===== src/rtl/vec_magnitude_core.sv =====
// Euclidean magnitude engine: round(sqrt(x^2+y^2[+z^2])) using a fixed-latency
// restoring bit-serial square root. Valid/ready handshakes on both sides.
module vec_magnitude_core #(
    parameter int W = 8
) (
    input  logic           clk,
    input  logic           rst_n,
    input  logic           ena,
    input  logic           clr,
    input  logic           in_valid,
    output logic           in_ready,
    input  logic [W-1:0]   in_x,
    input  logic [W-1:0]   in_y,
    input  logic [W-1:0]   in_z,
    input  logic           in_mode3d,
    input  logic           in_round,
    output logic           out_valid,
    input  logic           out_ready,
    output logic [W:0]     out_mag,
    output logic [W+1:0]   out_rem,
    output logic           busy
);
    localparam int S  = 2*W + 2;
    localparam int R  = W + 1;
    localparam int Q  = W + 2;
    localparam int CW = $clog2(R + 1);

    localparam logic [S-1:0]  BIT_INIT = {2'b01, {(S-2){1'b0}}};
    localparam logic [CW-1:0] CNT_INIT = CW'(R);

    typedef enum logic [2:0] {IDLE, SQR, SUM, ROOT, RND, OUT} state_t;

    state_t          r_state;
    logic [W-1:0]    r_x, r_y, r_z;
    logic            r_round;
    logic [2*W-1:0]  r_xsq, r_ysq, r_zsq;
    logic [S-1:0]    r_num, r_res, r_bit;
    logic [CW-1:0]   r_cnt;
    logic            r_out_valid;
    logic [R-1:0]    r_mag;
    logic [Q-1:0]    r_rem;

    logic [2*W-1:0]  w_xe, w_ye, w_ze;
    logic [S-1:0]    w_sum, w_trial;
    logic            w_ge;

    assign w_xe    = {{W{1'b0}}, r_x};
    assign w_ye    = {{W{1'b0}}, r_y};
    assign w_ze    = {{W{1'b0}}, r_z};
    assign w_sum   = S'(r_xsq) + S'(r_ysq) + S'(r_zsq);
    assign w_trial = r_res + r_bit;
    assign w_ge    = (r_num >= w_trial);

    assign in_ready  = (r_state == IDLE);
    assign busy      = (r_state != IDLE);
    assign out_valid = r_out_valid;
    assign out_mag   = r_mag;
    assign out_rem   = r_rem;

    always_ff @(posedge clk or negedge rst_n) begin
        if (!rst_n) begin
            r_state     <= IDLE;
            r_x         <= '0;
            r_y         <= '0;
            r_z         <= '0;
            r_round     <= 1'b0;
            r_xsq       <= '0;
            r_ysq       <= '0;
            r_zsq       <= '0;
            r_num       <= '0;
            r_res       <= '0;
            r_bit       <= '0;
            r_cnt       <= '0;
            r_out_valid <= 1'b0;
            r_mag       <= '0;
            r_rem       <= '0;
        end else if (ena) begin
            if (clr) begin
                r_state     <= IDLE;
                r_out_valid <= 1'b0;
            end else begin
                case (r_state)
                    IDLE: if (in_valid) begin
                        r_x     <= in_x;
                        r_y     <= in_y;
                        r_z     <= in_mode3d ? in_z : '0;
                        r_round <= in_round;
                        r_state <= SQR;
                    end
                    SQR: begin
                        r_xsq   <= w_xe * w_xe;
                        r_ysq   <= w_ye * w_ye;
                        r_zsq   <= w_ze * w_ze;
                        r_state <= SUM;
                    end
                    SUM: begin
                        r_num   <= w_sum;
                        r_res   <= '0;
                        r_bit   <= BIT_INIT;
                        r_cnt   <= CNT_INIT;
                        r_state <= ROOT;
                    end
                    // Always R iterations, even for small sums, so latency never depends on data.
                    ROOT: begin
                        if (w_ge) begin
                            r_num <= r_num - w_trial;
                            r_res <= (r_res >> 1) + r_bit;
                        end else begin
                            r_res <= r_res >> 1;
                        end
                        r_bit <= r_bit >> 2;
                        r_cnt <= r_cnt - CW'(1);
                        if (r_cnt == CW'(1))
                            r_state <= RND;
                    end
                    RND: begin
                        r_rem       <= r_num[Q-1:0];
                        r_mag       <= (r_round && (r_num > r_res)) ? r_res[R-1:0] + R'(1)
                                                                     : r_res[R-1:0];
                        r_out_valid <= 1'b1;
                        r_state     <= OUT;
                    end
                    OUT: if (out_ready) begin
                        r_out_valid <= 1'b0;
                        r_state     <= IDLE;
                    end
                    default: r_state <= IDLE;
                endcase
            end
        end
    end
endmodule


===== config.mk =====
export PLATFORM = sky130hd
export DESIGN_NAME = vec_magnitude_core
export DESIGN_NICKNAME = d
export VERILOG_FILES = /design/src/rtl/vec_magnitude_core.sv
export SDC_FILE = /design/constraint.sdc
export NUM_CORES = 1
export LEC_CHECK = 0
export CORE_ASPECT_RATIO = 0.8
export CORE_MARGIN = 8
export CORE_UTILIZATION = 47
export CTS_BUF_LIST = sky130_fd_sc_hd__clkbuf_8
export DETAILED_ROUTE_END_ITERATION = 6
export GPL_TIMING_DRIVEN = 0
export PLACE_DENSITY_LB_ADDON = 0.05
export SLEW_MARGIN = 20
export SYNTH_ARGS = -nofsm -noshare
export SYNTH_HDL_FRONTEND = slang
export SYNTH_SLANG_ARGS = --single-unit

===== constraint.sdc =====
create_clock -name clk -period 6 [get_ports clk]
set_input_delay 1.2 -clock clk [delete_from_list [all_inputs] [get_ports clk]]
set_output_delay 1.2 -clock clk [all_outputs]
set_load 0.02 [all_outputs]

**Word-level counts from Yosys, hierarchy flattened**

Index checks and enable logic that the tools add are counted.

- Flip-flop bits (word level): 154
- Input port bits: 32
- Output and inout port bits: 22
- Word-level logic and storage cells: 66

- $add $sub $neg: 7
- Multiply operators: 3
- $lt $le $gt $ge: 2
- Equality and inequality tests: 10
- Muxes and demuxes: 16
- Bitwise logic cells: 1
- Reduce and logical (&&, ||, !) cells: 12

Operator list:

| cell | number |
|---|---|
| one-hot mux 18 bit (2 select lines) | 3 |
| multiplier 8 x 8 -> 16 bit | 3 |
| two-way mux 18 bit | 2 |
| adder 17 x 16 -> 18 bit | 1 |
| adder 17 x 18 -> 18 bit | 1 |
| adder 18 bit | 1 |
| >= comparator 18 bit | 1 |
| greater-than comparator 18 bit | 1 |
| one-hot mux 3 bit (6 select lines) | 1 |
| subtractor 18 bit | 1 |
| adder 16 x 16 -> 17 bit | 1 |
| two-way mux 3 bit | 4 |
| AND reduction 3 bit | 4 |
| AND reduction 4 bit | 3 |
| adder 9 x 1 -> 9 bit (second input constant) | 1 |
| two-way mux 9 bit | 1 |
| != test 3 bit (second input constant) | 3 |
| two-way mux 8 bit | 1 |
| one-hot mux 4 bit (2 select lines) | 1 |
| equality test 3 x 2 -> 1 bit (second input constant) | 2 |
| equality test 3 bit (second input constant) | 2 |
| nonzero test 3 bit | 2 |
| equality test 4 x 1 -> 1 bit (second input constant) | 1 |
| subtractor 4 x 1 -> 4 bit (second input constant) | 1 |
| other kinds (8) | 9 |

**Longest topological paths before layout**

- Word-level depth: 4
- Depth in mapped cells: 19
- Mapped depth without buffers: 18

**Worst setup path before layout**

OpenSTA, ideal clock, no wires.

- Path type: reg2reg
- Start point: register r_z[2]
- End point: register r_zsq[15]
- Arrival time: 4.209 ns
- Slack: 1.709 ns
- Cell stages (with the launch flop): 16
- Clock period less this slack: 4.291 ns
- Path through: dfrtp_1 -> clkbuf_1 -> and2_1 -> fa_1 -> fa_1 -> inv_1 -> fa_1 -> inv_1 -> fa_1 -> ha_1 -> or3_1 -> o21ai_0 -> o31ai_1 -> o41a_1 -> xor2_1 -> o21ai_0

- Longest elaborated chain between the ends: 1

RTL lines:

| item | line | text |
|---|---|---|
| start: declaration | 34 | `logic [W-1:0] r_x, r_y, r_z;` |
| start signal: assignment | 86 | `r_z <= in_mode3d ? in_z : '0;` |
| multiplier 8 x 8 -> 16 bit | 93 | `r_zsq <= w_ze * w_ze;` |
| end signal: assignment | 93 |  |
| end: declaration | 36 | `logic [2*W-1:0] r_xsq, r_ysq, r_zsq;` |

Every way passes these cells.
A chain may end at the register's enable or synchronous reset.

**Worst setup path in the final report**

Ends and elaborated chain as after synthesis.

==> summary.txt <==
Place
  – Setup WS pre-CTS: 1.13 ns
  – Placed cells: 1994
  – I/O Buffers: 52
  – Cell Area, Placed: 0.0147 sq mm
  – Placer congestion estimate: 0.917
  – DP HPWL: 25.9 mm

Worst hold path
  – WHS Endpoint: out_rem[9]$_DFFE_PN0P_
  – Source of the worst hold timing path: out_rem[9]$_DFFE_PN0P_
  – Hold WC Path Type: flip-flop to flip-flop
  – Worst hold path depth: 2

Final layout
  – Post-route cell area: 0.0151 sq mm
  – Final Non-Filler Cells: 2026
  – Final net count: 1921
  – Area delta synth->final: 10.5%
  – Antenna Cells: 0
  – Share of cells above drive strength 1: 4.00%
  – # fillers: 2802

Routing
  – 1st-iter DRT viols: 498
  – Wire per inst: 16.2 um
  – DR vias/cell: 5.25
  – Vias: 10.6k
  – TritonRoute pass-1 iters: 5
  – Post-route ant nets: 0
  – DRC: 0
  – Final WL: 32.8 mm

Setup path
  – WS Path Type: flip-flop to flip-flop
  – Crit path DAT: 5.21 ns
  – Reg2reg end: r_zsq[15]$_DFFE_PN0P_
  – Critical path startpoint category: flip-flop
  – Crit path required time: 6.34 ns
  – Reg2reg setup slack: 1.13 ns
  – Max Fanout on Critical Path: 9
  – Critical R2R Launch: r_z[2]$_DFFE_PN0P_
  – Crit end category: flip-flop
  – Worst reg-to-reg path cell count: 15

Synth
  – Post-synth top flop: dfrtp_1
  – FF+latch count, synth: 142
  – Synth unique cells: 67
  – Yosys Warn Count: 0
  – Syn_area_per_cell: 8.76 sq um
  – Sequential fraction of the synthesis area: 26.0%
  – Post-synth EDFFs: 0
  – Synthesized cell area: 0.0137 sq mm
  – Synth async-reset ratio: 100%
  – Cells after synthesis: 1562

Global route
  – Initial antenna violation count: 0
  – Total grt overflow: 0
  – First-pass GRT wire length: 54.8 mm
  – GR Util All Layers: 19.6%
  – Vias in the first global route: 10.6k
  – Largest net degree at the start of global routing: 96

Run
  – Max_cap viols: 0

CTS
  – Clock root cell: clkbuf_8
  – Hold Buf Count CTS: 0
  – Sink Count: 142
  – Htree depth: 4
  – Worst-Skew Late Latency: 0.48 ns
  – CTS tree: built
  – Clock buffer depth: 2
  – Post-CTS Setup Bufs: 0
  – CTS clk-pin slew, worst paths: 0.09 ns
  – CTS resizes: 0
  – CTS Buf Count: 17

Floorplan
  – I/O pin count: 54
  – Row count: 56
  – Core ar.: 0.0290 sq mm
  – Die height: 169 um
  – Starting Density: 47.2%
  – Die area: 0.0349 sq mm
  – Die width: 207 um

STA
  – Period utilization: 81.1%
  – Min Tclk post-route: 4.87 ns
  – Final worst setup slack: 1.13 ns
  – Peak Freq: 0.205 GHz
  – Worst Clk Skew: 0.0147 ns
  – Final setup viols: 0
  – Max Slew Vio Count: 0
  – Unrepaired setup endpoints after global routing: false
  – Relative slew slack: 46.6%
  – Slew @ Worst Pin: 0.799 ns
  – Hold Violations, Final: 0

Run status
  – Status: complete, no violations
-- layer usage --
metal / up-vias / global-route usage [%] / wire, um
met4: 0 / 4.34 / 395
met3: 38 / 2.75 / 735
li1: 5391 / - / -
met5: - / 0 / 0
met2: 143 / 32.5 / 15500
met1: 5055 / 26.8 / 16200
-- metrics by stage --
| stage | utilization [%] | hold slack, ns | setup TNS (ns) |
|---|---|---|---|
| 2_1_floorplan | - | 0.446 | 0 |
| 3_5_place_dp | 50.8 | 0.467 | 0 |
| 4_1_cts | 52.1 | 0.490 | 0 |
| 3_3_place_gp | 50.6 | 0.463 | -319.40 |
| 5_1_grt | 52.1 | 0.516 | 0 |
| 6_report | 52.1 | 0.483 | 0 |
-- Yosys cell counts, drive strengths merged (11+ instances only) --
master | instances | area, sq um
nor2b | 14 | 87.6
o21bai | 12 | 93.8
inv | 157 | 589
nand3 | 31 | 155
dfrtp | 142 | 3550
nor3 | 23 | 115
fa | 92 | 1840
nand2 | 236 | 886
ha | 161 | 2010
nand2b | 21 | 131
clkbuf | 45 | 170
a21oi | 61 | 305
and2 | 64 | 400
nand4 | 13 | 81.3
xor2 | 39 | 342
xnor2 | 67 | 587
nor2 | 77 | 289
a22o | 11 | 96.3
a21o | 23 | 173
a31oi | 20 | 125
o21ai | 128 | 641
-- worst max-delay path: stages (launching register included) --
cell and delay, ns:
dfrtp_1 0.45, clkbuf_1 0.42, and2_1 0.27, fa_1 0.45, fa_1 0.54, inv_1 0.05, fa_1 0.48, inv_1 0.05
fa_1 0.43, ha_1 0.33, or3_1 0.37, o21ai_0 0.14, o31ai_1 0.14, o41a_1 0.34, xor2_1 0.18, o21ai_0 0.09
-- cell usage in the layout (no fill, tap or decap), drive strengths merged, types with 7 or more instances in the layout --
cell           count
a21o              23
nand2            236
nand2b            21
clkbuf            64
dfrtp            142
or3                8
o21a               8
o21bai            12
o21ai            128
clkinv             7
a21oi             61
xor2              39
xnor2             67
and3              10
nor3              23
ha               161
mux2              10
and2              64
nand3             31
nor2b             14
a211oi             8
inv              158
nor2              77
clkdlybuf4s50     51
buf               12
a22o              11
fa                92
o211ai             8
nand4             13
a31oi             20
-- flip-flops by register name, summed over array words and instances, names as in the netlist, 4 cells and up --
name / cells
out_mag: 9
out_rem: 10
r_bit: 9
r_cnt: 4
r_num: 18
r_res: 18
r_x: 8
r_xsq: 15
r_y: 8
r_ysq: 15
r_z: 8
r_zsq: 15
-- worst max path at each step --
| stage | startpoint | to | slack, ns | depth (start not counted) |
|---|---|---|---|---|
| 2_1_floorplan | r_z[2]$_DFFE_PN0P_ | r_zsq[15]$_DFFE_PN0P_ | 1.71 | 15 |
| 3_3_place_gp | rst_n | r_z[2]$_DFFE_PN0P_ | -2.28 | 1 |
| 3_5_place_dp | r_x[1]$_DFFE_PN0P_ | r_xsq[15]$_DFFE_PN0P_ | 1.13 | 17 |
| 4_1_cts | r_x[1]$_DFFE_PN0P_ | r_xsq[15]$_DFFE_PN0P_ | 1.11 | 17 |
| 5_1_grt | r_x[1]$_DFFE_PN0P_ | r_xsq[15]$_DFFE_PN0P_ | 0.86 | 17 |
| 6_report | r_z[2]$_DFFE_PN0P_ | r_zsq[15]$_DFFE_PN0P_ | 1.13 | 15 |
-- final cells by class --
type | count | area, sq um | share of cell area, %
clock inverter | 13 | 140 | 0.927
inverter | 158 | 593 | 3.92
sequential | 142 | 3550 | 23.5
buffer | 55 | 223 | 1.47
multi-input combinational | 1209 | 9330 | 61.7
timing repair buffer | 53 | 553 | 3.66
clock buffer | 19 | 262 | 1.73
tap | 377 | 472 | 3.12
-- kinds of logic (layout without fill, tap and decap cells) --
logic type,count (synthesis),after routing,share of synthesized area [%]
compound gates,317,317,14.4
buf+inv,213,298,5.96
other cells,1,3,0.0274
xor+xnor,106,106,6.78
simple gates,515,515,17.5
mux,15,15,1.19
flops,142,142,26.0
fa+ha+maj,253,253,28.2
Power is not shown: default switching activity piles up to over one toggle a cycle in this logic, so the estimate is an artifact.
